--- config.mk ---
export PLATFORM = sky130hd
export DESIGN_NAME = axis_mux_scheduler
export DESIGN_NICKNAME = d
export VERILOG_FILES = /design/src/rtl/axis_mux_scheduler.sv
export SDC_FILE = /design/constraint.sdc
export NUM_CORES = 1
export LEC_CHECK = 0
export ABC_AREA = 1
export BUFFER_PORTS_ARGS = -buffer_cell sky130_fd_sc_hd__buf_4
export CAP_MARGIN = 20
export CORE_ASPECT_RATIO = 0.7
export CORE_MARGIN = 5
export CORE_UTILIZATION = 55
export CTS_BUF_LIST = sky130_fd_sc_hd__clkbuf_2
export DETAILED_ROUTE_END_ITERATION = 10
export HOLD_SLACK_MARGIN = 0.05
export PLACE_DENSITY_LB_ADDON = 0.3
export SYNTH_ARGS = -nofsm -noshare
export SYNTH_HDL_FRONTEND = slang
export SYNTH_SLANG_ARGS = --single-unit
export TNS_END_PERCENT = 5
--- constraint.sdc ---
create_clock -name clk -period 4.02 [get_ports clk]
set_clock_uncertainty 0.1 [all_clocks]
set_input_delay 1.005 -clock clk [delete_from_list [all_inputs] [get_ports clk]]
set_output_delay 1.005 -clock clk [all_outputs]
set_load 0.02 [all_outputs]
--- src/rtl/axis_mux_scheduler.sv ---
`default_nettype none
// +--------------------------------------------------------------------------+
// | axis_mux_scheduler                                                       |
// | Burst-limited, work-conserving select scheduler for a 2:1 AXIS mux.      |
// | Revision: 1.0                                                            |
// +--------------------------------------------------------------------------+
module axis_mux_scheduler #(
  parameter int CNT_W = 16
) (
  input  logic             clk,
  input  logic             resetn,
  input  logic             s0_tvalid,
  input  logic             s0_tready,
  input  logic             s1_tvalid,
  input  logic             s1_tready,
  input  logic             enable,
  input  logic             force_sel,
  input  logic [CNT_W-1:0] burst_len,
  output logic             select_out,
  output logic [CNT_W-1:0] beat_cnt,
  output logic [31:0]      switch_count,
  output logic [1:0]       state_out
);

  typedef enum logic [1:0] {
    ST_IDLE   = 2'd0,
    ST_SETTLE = 2'd1,
    ST_GRANT  = 2'd2,
    ST_FORCED = 2'd3
  } state_t;

  localparam logic [CNT_W-1:0] C_CNT_MAX = '1;
  localparam logic [CNT_W-1:0] C_CNT_ONE = CNT_W'(1);
  localparam logic [CNT_W:0]   C_EXT_ONE = (CNT_W+1)'(1);
  localparam logic [31:0]      C_SW_ONE  = 32'd1;

  state_t           r_state, w_state_nxt;
  logic             r_sel, w_sel_nxt;
  logic [CNT_W-1:0] r_beat, w_beat_nxt;
  logic [31:0]      r_sw, w_sw_nxt;

  logic             w_cur_v, w_cur_r, w_oth_v, w_hs;
  logic             w_switch, w_burst_end;
  logic [CNT_W-1:0] w_beat_inc;
  logic [CNT_W:0]   w_beat_p1;

  // Only the source currently selected can contribute beats; the other side
  // may still handshake during the mux's own select lag.
  assign w_cur_v = r_sel ? s1_tvalid : s0_tvalid;
  assign w_cur_r = r_sel ? s1_tready : s0_tready;
  assign w_oth_v = r_sel ? s0_tvalid : s1_tvalid;
  assign w_hs    = w_cur_v & w_cur_r;

  // Saturating increment so an unlimited burst never wraps.
  assign w_beat_inc  = (w_hs && (r_beat != C_CNT_MAX)) ? (r_beat + C_CNT_ONE) : r_beat;
  assign w_beat_p1   = {1'b0, r_beat} + C_EXT_ONE;
  assign w_burst_end = (burst_len != '0) && w_hs && (w_beat_p1 >= {1'b0, burst_len});

  always_comb begin
    w_state_nxt = r_state;
    w_sel_nxt   = r_sel;
    w_beat_nxt  = r_beat;
    w_sw_nxt    = r_sw;
    w_switch    = 1'b0;

    if (!enable) begin
      w_state_nxt = ST_FORCED;
      w_sel_nxt   = force_sel;
      w_beat_nxt  = '0;
    end else begin
      case (r_state)
        ST_FORCED: w_state_nxt = ST_IDLE;
        ST_IDLE: begin
          if (w_cur_v)      w_state_nxt = ST_GRANT;
          else if (w_oth_v) w_switch    = 1'b1;
        end
        ST_SETTLE: begin
          w_beat_nxt  = w_beat_inc;
          w_state_nxt = ST_GRANT;
        end
        ST_GRANT: begin
          if (w_burst_end) begin
            if (w_oth_v) w_switch   = 1'b1;
            else         w_beat_nxt = '0;
          end else if (!w_cur_v && w_oth_v) begin
            w_switch = 1'b1;
          end else if (!w_cur_v) begin
            w_state_nxt = ST_IDLE;
          end else begin
            w_beat_nxt = w_beat_inc;
          end
        end
        default: w_state_nxt = ST_IDLE;
      endcase
    end

    if (w_switch) begin
      w_sel_nxt   = ~r_sel;
      w_beat_nxt  = '0;
      w_sw_nxt    = r_sw + C_SW_ONE;
      w_state_nxt = ST_SETTLE;
    end
  end

  always_ff @(posedge clk) begin
    if (!resetn) begin
      r_state <= ST_IDLE;
      r_sel   <= 1'b0;
      r_beat  <= '0;
      r_sw    <= '0;
    end else begin
      r_state <= w_state_nxt;
      r_sel   <= w_sel_nxt;
      r_beat  <= w_beat_nxt;
      r_sw    <= w_sw_nxt;
    end
  end

  assign select_out   = r_sel;
  assign beat_cnt     = r_beat;
  assign switch_count = r_sw;
  assign state_out    = r_state;

endmodule
`default_nettype wire

Word-level counts from Yosys, hierarchy flattened. Cells that the tools add are included.

Add/subtract/negate cells: 3. Magnitude comparators: 1. Equal/unequal tests: 16. Mux-type cells: 24. Bitwise operators: 4. Reduce and logical (&&, ||, !) cells: 13.

Operators with widths (number): 16-bit two-way mux (5); 32-bit by 1-bit adder with 32-bit output (second input constant) (1); 16-bit one-hot mux with 2 select lines (1); 3-bit != test (second input constant) (7); 16-bit by 1-bit adder with 17-bit output (second input constant) (1); 17-bit by 16-bit greater-or-equal comparator with 1-bit output (1); 16-bit by 1-bit adder with 16-bit output (second input constant) (1); 16-bit != test (second input constant) (1); 4-bit != test (second input constant) (4); 16-bit nonzero test (1); 4-bit AND reduction (3); 1-bit two-way mux (11); 2-bit two-way mux (5); 2-bit one-hot mux with 4 select lines (1); 2-bit equality test (second input constant) (2); 1-bit logical AND (4); 1-bit inverter (3); 3-bit OR reduction (1); 2-bit by 1-bit equality test with 1-bit output (second input constant) (1); 2-bit zero test (1); 2-bit by 1-bit != test with 1-bit output (second input constant) (1); 1-bit one-hot mux with 2 select lines (1); 2-bit nonzero test (1); 2-bit OR reduction (1); other kinds (2) (2).

Bits in registers: 51. Input bits: 24. Output and inout bits: 51. Word-level logic and storage cells: 66.

Logic depth before layout (Yosys ltp). Gate-level depths: netlist of run 1.

Depth in word-level cells: 9. Depth in mapped cells: 24. Gate-level depth less buffers: 23.

Least setup slack after synthesis of run 1. Ideal clock, no wire load.

Path kind: reg-to-reg. Start point: register r_beat[0], in the netlist beat_cnt[0]. End point: register r_beat[10], in the netlist beat_cnt[10]. Setup time: 64 ps. Data arrival time: 2959 ps. Required time: 3856 ps. Setup slack: 897 ps. Stages on the path, launching flop included: 23. Buffers on the path: 1. Clock period less this slack: 3123 ps. Path through: dfxtp_1 -> ha_1 -> nand3_2 -> nor3_4 -> nand3_1 -> o31ai_1 -> nand2_1 -> inv_1 -> ha_1 -> nand2_1 -> inv_1 -> nand2_1 -> nand2_1 -> nand2_1 -> nand3_1 -> nor2_1 -> nand2_2 -> nand3_4 -> nand2_4 -> a21oi_2 -> nand3_2 -> buf_2 -> nor2_1.

Cells in the longest elaborated chain, start to end: 7. Elaborated cells between the ends (all ways): 19. Classes of those cells: 2 x add/sub; 1 x order compare; 4 x eq/ne; 8 x mux; 4 x reduce/logical.

RTL lines: start: declaration (line 39) `logic [CNT_W-1:0] r_beat, w_beat_nxt;`; start signal: assignment (line 114) `r_beat <= w_beat_nxt;`; 16-bit by 1-bit adder with 17-bit output or 16-bit != test (tied branches) (line 56, 55); 17-bit by 16-bit greater-or-equal comparator with 1-bit output or 1-bit logical AND (tied branches) (line 57, 55); 1-bit logical AND or 16-bit two-way mux (tied branches) (line 57, 55); 1-bit two-way mux or 16-bit two-way mux (tied branches) (line 82, 87); 1-bit one-hot mux with 2 select lines or 16-bit two-way mux (tied branches) (line 71, 85); 1-bit two-way mux or 16-bit two-way mux (tied branches) (line 66, 82); 3-bit OR reduction (no line) or 16-bit one-hot mux with 2 select lines (tied branches).

Parallel ways exist; a longest one is shown, timed or not. The select of a mux whose other input is x is not followed. A chain may end at the register's enable or synchronous reset.

Worst setup path in the final report of run 1.
Start point: register r_beat[2], in the netlist beat_cnt[2]. End point: register r_sw[2], in the netlist switch_count[2].

Cells in the longest elaborated chain, start to end: 6.

RTL lines: 16-bit by 1-bit adder with 17-bit output (line 56) `assign w_beat_p1 = {1'b0, r_beat} + C_EXT_ONE;`; 17-bit by 16-bit greater-or-equal comparator with 1-bit output (line 57) `assign w_burst_end = (burst_len != '0) && w_hs && (w_beat_p1 >= {1'b0, burst_len});`; 1-bit logical AND (line 57); 1-bit two-way mux (line 82) `if (w_burst_end) begin`; 1-bit one-hot mux with 2 select lines (line 71) `case (r_state)`; 1-bit two-way mux (line 66) `if (!enable) begin`; end signal: assignment (line 115) `r_sw <= w_sw_nxt;`; end: declaration (line 40) `logic [31:0] r_sw, w_sw_nxt;`.

Every way passes these cells.

==> metrics.txt, run 1 <==
status=completed; synthesized area=slightly below 0.004 sq mm; Synth area leaders=dfxtp_1, nand2_1, xor2_1; total track usage=0.2460; register area=roughly 0.0010 sq mm; Hold-fix buffers, CTS=0; Worst Hold Class=reg2reg; Worst R2R Start=beat_cnt[2]; CP max FO=33; slack of the worst reg-to-reg path=between 0.3 and 0.4 ns; CTS tree=yes; Finished Layout Cells=about 750; number of core rows=25; Comb pwr share=0.190; Synth top area share=0.2590; cell with the most instances after synthesis=nand2_1; Routed WL=11,000 microns; root buffer cell=clkbuf_2; Ant. Diodes=0; Max Freq=~280 MHz; CP Data Required Time=between 4 and 5 ns; vias in the first global route=between 3,000 and 4,000; Synth Instances=586; Initial Utilization=0.5753; placed cell count=744; Post-CTS Resized=0; R2R depth=18; die height=80.83 microns; Nets=between 600 and 700; worst slew pin tran=around 1.1 ns; antenna-violating nets left=0; TNS Setup=0 ns; Layout Area Growth over Synthesis=17.94%; top cell types by occurrence after synthesis=nand2_1, inv_1, nor2_1, dfxtp_1, xor2_1; Power Density=211.7 mW/mm^2; worst hold margin=0.4359 ns; Final Hold Viols=0; pin count of the biggest net entering global routing=34; detailed-route via count=approximately 4,000; RSZ-0062 raised after global routing=no; port bufs=74; Multi-input gate area=approximately 0.0025 sq mm; GRT met2 Usage=0.3309; register area share after synthesis=0.2590; Die X=approximately 110 microns; Internal=between 600 and 700 uW; period utilization=0.9018; RR Endpoint=switch_count[2]; total core area=a little under 0.007 sq mm; residual DRC count=0; # setup viols final=0; Synth Flop Type=dfxtp_1; sw power=300.4 uW; Clk pwr share=0.277; GR Util met3=0.06180; Setup crit start kind=register; worst setup margin=about 0.4 ns; Post-DP HPWL=around 8700 microns; antenna violations before repair=0; Rel. slew slack=0.2590; first-pass GRT wire length=~18,000 microns; TritonRoute pass-1 iters=5; pre-CTS WS=about 0.28 ns; Leakage=between 0.002 and 0.0025 uW; Clock Tree Buf Depth=2; Skew-Pair Late Insertion Delay=between 0.4 and 0.5 ns; critical path cell sequence=nand3_1 > nor2_1 > nand2_1 > nor3_2 > nand3_1 > xor2_1 > inv_1 > ha_1 > nand2_1 > nor3_1 > nand2_1 > nand2_2 > nand3_4 > nand2_4 > nand3_4 > clkinv_4 > nand2_1 > a21oi_1; Max Slew Vio Count=0; synthesized area per cell=6.726 sq um; GRT met1 Usage=0.3961; clock slew at reported path FFs=~0.28 ns; #FFs+latches synth=51; # IOs=75; CP most frequent cell=nand2_1; Post-synth EDFFs=0; Worst EP arrival=3.88 ns; max cap viols=0; Die ar.=roughly 0.009 sq mm; Largest stage delay, worst path=~0.50 ns; Iter 0 DRT Violations=between 300 and 400; post-CTS setup buffers=0; gr busiest metal=met1; H-tree depth=2; drt via density=between 5 and 6; synthesis warning total=0; Post-Syn Nets=between 600 and 700; total CTS buffers=5; Final Wtd Congestion=1.008; critical path's slowest cell=dfxtp_1; Final Critical Period=around 3.6 ns; Sw Ratio=0.3052; share of layout cells above drive strength 1=0.2553; Setup crit start=beat_cnt[2]; Max VDD drop=approximately 180 uV; cell taking the most area after synthesis=dfxtp_1; CP Class=reg2reg; fillcell total=approximately 620; routed len/inst=~15 microns; crit path to=switch_count[2]; clk sinks=around 50; register share of total power=0.534; Synth async-reset ratio=0; critical path endpoint category=register; grt ovf=0; Distinct cells, synth=38
[power groups by stage]
| stage | combinational [uW] | sequential, uW | clock [uW] |
|---|---|---|---|
| floorplan | 115 | 541 | 0 |
| global placement | 178 | 534 | 0 |
| detailed placement | 182 | 534 | 0 |
| CTS | 183 | 525 | 282 |
| global route | 206 | 527 | 312 |
| finish | 187 | 525 | 272 |
[per-stage QoR]
stage          instance area [sq um]  utilization  total power, uW
2_1_floorplan                   3941            -            655.4
3_3_place_gp                    4559       0.6656            711.9
3_5_place_dp                    4559       0.6656            715.3
4_1_cts                         4623       0.6749            989.8
5_1_grt                         4648       0.6785             1045
6_report                        4648       0.6785            984.2
[registers in the layout, summed over array words and instances (netlist names)]
name,count
beat_cnt,16
select_out,1
state_out,2
switch_count,32
[critical path, delay by kind of cell, from the launching register on]
family / cells / cell delay, ns
compound gates: 1 / 0.13
buf+inv: 2 / 0.37
flops: 1 / 0.50
fa+ha+maj: 1 / 0.32
xor+xnor: 1 / 0.24
simple gates: 13 / 1.91
[per-layer routing]
layer  part of all wire  routed length (microns)  up-vias
met1               0.52                     5732     1811
met5                  0                        0        -
li1                   -                        -     1995
met4             0.0033                       36        0
met2               0.37                     4109      177
met3               0.10                     1120        6
[cells in the final DEF, fill, tap and decap left out, drive strengths merged, types with 5 or more instances in the layout]
cell type,count
dfxtp,51
nand4,27
inv,86
nor3,21
xnor2,5
nand2,188
nand3,22
buf,78
nor4,8
ha,18
a21oi,38
nor2,58
clkbuf,5
xor2,36
[cell type report]
type	count	share of cell area
multi-input cells	433	0.5421
clock buffers	5	0.005384
flip-flops and latches	51	0.2199
inverters	88	0.07214
repair buffers	78	0.1268
well taps	94	0.02530
clock inverters	3	0.008345
[how the worst min path moves through the flow]
stage | start | to | slack (ns) | cells after the start
final | switch_count[31] | switch_count[31] | 0.44 | 2
after global routing | switch_count[31] | switch_count[31] | 0.46 | 2
after CTS | switch_count[31] | switch_count[31] | 0.43 | 2
after detailed placement | switch_count[31] | switch_count[31] | 0.40 | 2
after global placement | switch_count[31] | switch_count[31] | 0.39 | 2
after floorplan | switch_count[31] | switch_count[31] | 0.48 | 2
[cell families after synthesis]
family,synth area share
simple gates,0.3917
buf+inv,0.1067
flops,0.2590
compound gates,0.09174
xor+xnor,0.09111
fa+ha+maj,0.05714
mux,0.002540
(Power assumes the default switching activity.)
==> inputs of run 2 (changes only) <==
Settings changed: ABC_AREA 1 to default, CTS_CLUSTER_DIAMETER from default to 30.
==> metrics.txt, run 2 <==
status=completed; cell taking the most area after synthesis=dfxtp_1; Iter 0 DRT Violations=255 (-22%); root buffer cell=clkbuf_2; period utilization=0.9607 (+0.05888); Final Critical Period=3.862 ns (+0.2367 ns); Post-Syn Nets=436 (-31%); pre-CTS WS=-0.09938 ns (-0.3799 ns); synthesis warning total=0 (unchanged); Leakage=0.001641 uW (-22%); Post-synth EDFFs=0 (unchanged); total core area=0.005640 sq mm (-18%); Die X=100.4 microns (-9.7%); Hold Path Sink=switch_count[15]; grt ovf=0 (unchanged); # setup viols final=0 (unchanged); synthesized area per cell=7.993 sq um (+19%); Skew-Pair Late Insertion Delay=0.46 ns (+0.04 ns); routed len/inst=15.61 microns (+6.7%); clock slew at reported path FFs=0.28 ns (about the same); die height=73.31 microns (-9.3%); Ant. Diodes=0 (unchanged); #FFs+latches synth=51 (unchanged); Worst R2R Start=beat_cnt[1]; Post-DP HPWL=6369 microns (-27%); Layout Area Growth over Synthesis=28.13%; cell with the most instances after synthesis=dfxtp_1; worst setup margin=0.1579 ns (-0.2367 ns); antenna-violating nets left=0 (unchanged); Total Power=826.5 uW (-16%); Multi-input gate area=0.002058 sq mm (-18%); antenna violations before repair=0 (unchanged); clk sinks=51 (unchanged); register area=0.001023 sq mm (+0.12%); Synth async-reset ratio=0 (unchanged); worst slew pin tran=0.8305 ns (-0.2736 ns); Synth Instances=394 (-33%); max cap viols=0 (unchanged); top cell types by occurrence after synthesis=dfxtp_1, nor2_1, a21oi_1, o21ai_0, nand2_1; detailed-route via count=3,273 (-18%); # IOs=75 (unchanged); Rel. slew slack=0.4430 (+0.1840); Max VDD drop=132.6 uV (-26%); CTS tree=yes; slack of the worst reg-to-reg path=0.16 ns (-0.24 ns); Routed WL=8739 microns (-21%); total CTS buffers=5 (unchanged); R2R depth=15 (-3); Setup crit start kind=register; critical path endpoint category=register; Final Wtd Congestion=0.9041 (-10%); CP Data Required Time=4.31 ns (+0.04 ns); worst hold margin=0.4185 ns (-0.01733 ns); share of layout cells above drive strength 1=0.2557 (+0.0003510); min-delay src=switch_count[15]; Synth top area share=0.3242 (+0.06515); TritonRoute pass-1 iters=6 (+1); drt via density=5.845 (+10%); Distinct cells, synth=45 (+18%); Worst Hold Class=reg2reg; Initial Utilization=0.5583 (-0.01700); Max Freq=258.9 MHz (-6.1%); Max Slew Vio Count=0 (unchanged); Worst EP arrival=4.16 ns (+0.28 ns); commonest cells after routing, fill and taps aside=buf_4, dfxtp_1, nor2_1, a21oi_1, o21ai_0; vias in the first global route=2,954 (-18%); port bufs=74 (unchanged); Power Density=204.8 mW/mm^2 (-3.3%); fillcell total=451 (-27%); pin count of the biggest net entering global routing=35 (+2.9%); number of core rows=23 (-8.0%); first-pass GRT wire length=13,790 microns (-24%); Die ar.=0.007363 sq mm (-18%); total track usage=0.2317 (-0.01432); max reg flops=32 (unchanged); register area share after synthesis=0.3242 (+0.06515); CP max FO=14 (-58%); Clock Tree Buf Depth=2 (unchanged); Synth Flop Type=dfxtp_1; Min-Delay Path Depth=2 (unchanged); most common cell after layout, fill and taps aside=buf_4; Synth area leaders=dfxtp_1, xnor2_1, ha_1; Final Hold Viols=0 (unchanged); synthesized area=0.003149 sq mm (-20%); H-tree depth=2 (unchanged); Nets=526 (-25%); residual DRC count=0 (unchanged); CP Class=reg2reg; RR Endpoint=switch_count[28]
run 2: how the worst max path moves through the flow:
stage / startpoint / cells after the start / endpoint
4_1_cts: beat_cnt[1] / 13 / switch_count[28]
5_1_grt: beat_cnt[1] / 15 / switch_count[28]
3_5_place_dp: beat_cnt[1] / 13 / beat_cnt[8]
3_3_place_gp: beat_cnt[1] / 13 / beat_cnt[0]
2_1_floorplan: beat_cnt[2] / 14 / switch_count[13]
6_report: beat_cnt[1] / 15 / switch_count[28]
run 2: metal layers:
layer  wire [microns]  vias to the layer above  GRT usage
met5                0                        -          0
met4               78                        0    0.04185
met3              690                       10    0.06452
met2             4036                      103     0.3693
met1             3935                     1553     0.3187
li1                 -                     1607          -
run 2: timing repair:
item | CTS | global route
cloned | 0 | 1
setup buffers | 0 | 7
pin swaps | 1 | 6
resized for setup | 3 | 7
setup endpoints to repair | 25 | 39
hold buffers | 0 | 0
run 2: logic make-up after synthesis:
| kind of cell | share of synthesized area |
|---|---|
| AO/OA/AOI/OAI | 0.1816 |
| multiplexers | 0.006357 |
| flip-flops | 0.3242 |
| XOR/XNOR | 0.09178 |
| adder cells (fa/ha/maj) | 0.07151 |
| buffers and inverters | 0.04449 |
| AND/OR/NAND/NOR | 0.2801 |
run 2: worst max-delay path: stages (launching register included):
cell and delay, ns:
dfxtp_2 0.41, nand3_1 0.10, or4_1 0.57, nor2_2 0.17
nand4_1 0.16, xnor2_1 0.17, ha_1 0.33, nand3_2 0.11
a211oi_2 0.19, a32oi_2 0.21, a32oi_4 0.31, buf_12 0.16
o211ai_1 0.12, buf_4 0.23, or3_1 0.31, a21oi_1 0.16
run 2: layout make-up:
class                      instances  area share
tap                               75     0.02326
clock inverter                     3    0.004651
multi-input combinational        307      0.5101
inverter                          24     0.02233
sequential                        51      0.2536
clock buffer                       5    0.006202
timing repair buffer              95      0.1798
run 2: report_power, final:
part | switching [uW] | internal, uW
clock | 179 | 43.6
combinational | 49.8 | 36.9
sequential | 5.77 | 511
total | 235 | 592
run 2: per-stage QoR:
step | TNS [ns] | area (sq um) | utilization | cells
6_report | 0 | 4035 | 0.7154 | 560
4_1_cts | -0.3131 | 3919 | 0.6948 | 552
2_1_floorplan | 0 | 3149 | - | 394
3_3_place_gp | 0 | 3854 | 0.6832 | 544
5_1_grt | -0.2270 | 4035 | 0.7154 | 560
3_5_place_dp | -1.139 | 3854 | 0.6832 | 544
==> inputs of run 3 (changes only) <==
Settings changed: PLACE_DENSITY_LB_ADDON 0.3 to 0.2.
Clock period 4.02 ns to 3.8 ns, I/O delays scaled along.
==> metrics.txt, run 3 (same netlist as run 2, synthesis figures left out) <==
Setup crit start kind=register; Iter 0 DRT Violations=146 (-43%); Rel. slew slack=0.5208 (+0.07781); Hold-fix buffers, CTS=0 (unchanged); total CTS buffers=5 (unchanged); CP max FO=16 (+2); clk sinks=51 (unchanged); Die X=100.4 microns (unchanged); Ant. Diodes=0 (unchanged); Max Slew Vio Count=0 (unchanged); Initial Utilization=0.5583 (unchanged); commonest cells after routing, fill and taps aside=buf_4, dfxtp_1, nor2_1, o21ai_0, a21oi_1; Total Power=928.7 uW (+12%); CTS tree=yes; sw power=238.3 uW (+1.5%); worst setup margin=0.1761 ns (+0.01821 ns); total core area=0.005640 sq mm (unchanged); Final Critical Period=3.624 ns (-0.2382 ns); status=completed; clock slew at reported path FFs=0.26 ns (-0.02 ns); Worst Hold Class=reg2reg; antenna-violating nets left=0 (unchanged); residual DRC count=0 (unchanged); number of core rows=23 (unchanged); routed len/inst=14.47 microns (-7.3%); drt via density=5.623 (-3.8%); Internal=690.4 uW (+17%); port bufs=74 (unchanged); # setup viols final=0 (unchanged); Max VDD drop=176.9 uV (+33%); RSZ-0062 raised after global routing=yes; Final Hold Viols=0 (unchanged); Leakage=0.001656 uW (+0.87%); Clk pwr share=0.315 (+0.045); grt ovf=0 (unchanged); Post-DP HPWL=6012 microns (-5.6%); Clock Tree Buf Depth=2 (unchanged); vias in the first global route=2,764 (-6.4%); critical path endpoint category=register; Final Wtd Congestion=0.8318 (-8.0%); Worst EP arrival=3.90 ns (-0.26 ns); share of layout cells above drive strength 1=0.2825 (+0.02680); root buffer cell=clkbuf_2; most common cell after layout, fill and taps aside=buf_4; pre-CTS WS=-0.1031 ns (-0.003709 ns); Nets=526 (unchanged); Routed WL=8105 microns (-7.3%); total track usage=0.2163 (-0.01539); Max Freq=275.9 MHz (+6.6%); TritonRoute pass-1 iters=4 (-2); detailed-route via count=3,149 (-3.8%); Layout Area Growth over Synthesis=29.12%; pin count of the biggest net entering global routing=34 (-2.9%); Sw Ratio=0.2566 (-0.02745); worst slew pin tran=0.7145 ns (-0.1160 ns); CP Data Required Time=4.08 ns (-0.23 ns); die height=73.31 microns (unchanged); Die ar.=0.007363 sq mm (unchanged); antenna violations before repair=0 (unchanged); Skew-Pair Late Insertion Delay=0.44 ns (-0.02 ns); worst hold margin=0.4185 ns (-0.00005100 ns); CP Class=reg2reg; register share of total power=0.587 (-0.038); H-tree depth=2 (unchanged); Comb pwr share=0.098 (-0.007); fillcell total=479 (+6.2%); period utilization=0.9537 (-0.007064); Power Density=228.4 mW/mm^2 (+12%); first-pass GRT wire length=12,920 microns (-6.3%); max cap viols=0 (unchanged); max reg flops=32 (unchanged); # IOs=75 (unchanged)
run 3: cell count changes in the layout (fill, tap and decap cells not counted), moves of 2 or more:
cell | before | now
a21oi_2 | 0 | 2
dfxtp_2 | 2 | 8
nand2_2 | 0 | 2
nand2_1 | 29 | 27
dfxtp_1 | 49 | 42
a21oi_1 | 33 | 31
run 3: per-stage QoR:
step | cell area (sq um) | utilization | TNS [ns] | std cells
6_report | 4066 | 0.7209 | 0 | 560
3_5_place_dp | 3891 | 0.6899 | -0.5721 | 545
3_3_place_gp | 3891 | 0.6899 | -0.03211 | 545
5_1_grt | 4066 | 0.7209 | -0.1447 | 560
4_1_cts | 3979 | 0.7054 | 0 | 554
2_1_floorplan | 3179 | - | 0 | 394
run 3: metal layers:
metal,global-route usage,share of wire
met5,0,0
met4,0.04036,0.0064
met3,0.03890,0.061
met2,0.3421,0.46
met1,0.3123,0.47
run 3: worst paths after layout:
kind         cells past startpoint  slack, ns            start               to
max                             12       0.18      beat_cnt[8]      beat_cnt[1]
max reg2reg                     12       0.18      beat_cnt[8]      beat_cnt[1]
min                              2       0.42  switch_count[1]  switch_count[1]
min reg2reg                      2       0.42  switch_count[1]  switch_count[1]
run 3: critical path, stage by stage (launching register included):
cell	delay (ns)
dfxtp_2	0.40
nand2_1	0.05
or4_4	0.58
nor2_4	0.14
nand4_1	0.15
xnor2_1	0.17
ha_1	0.33
buf_4	0.14
a21o_1	0.18
a41oi_4	0.27
a31oi_1	0.18
or3_1	0.66
a21oi_1	0.22
run 3: what timing repair did:
item | CTS | global route
buffers inserted | 1 | 5
pin swaps | 1 | 18
cloned | 0 | 1
setup endpoints to repair | 17 | 40
gates resized for setup | 1 | 15
run 3: power groups by stage:
| stage | clock, uW | sequential, uW | combinational [uW] |
|---|---|---|---|
| 5_1_grt | 317 | 546 | 101 |
| 2_1_floorplan | 0 | 557 | 44.8 |
| 3_3_place_gp | 0 | 554 | 85.7 |
| 4_1_cts | 301 | 545 | 88.6 |
| 6_report | 293 | 545 | 90.9 |
| 3_5_place_dp | 0 | 554 | 88.2 |
run 3: area by class of cell:
cell class	count	area, sq um	area share
clock buffers	5	25.02	0.006154
clock inverters	3	43.79	0.01077
inverters	24	90.09	0.02215
multi-input cells	306	2061	0.5068
flip-flops and latches	51	1035	0.2545
well taps	75	93.84	0.02308
repair buffers	96	718.2	0.1766
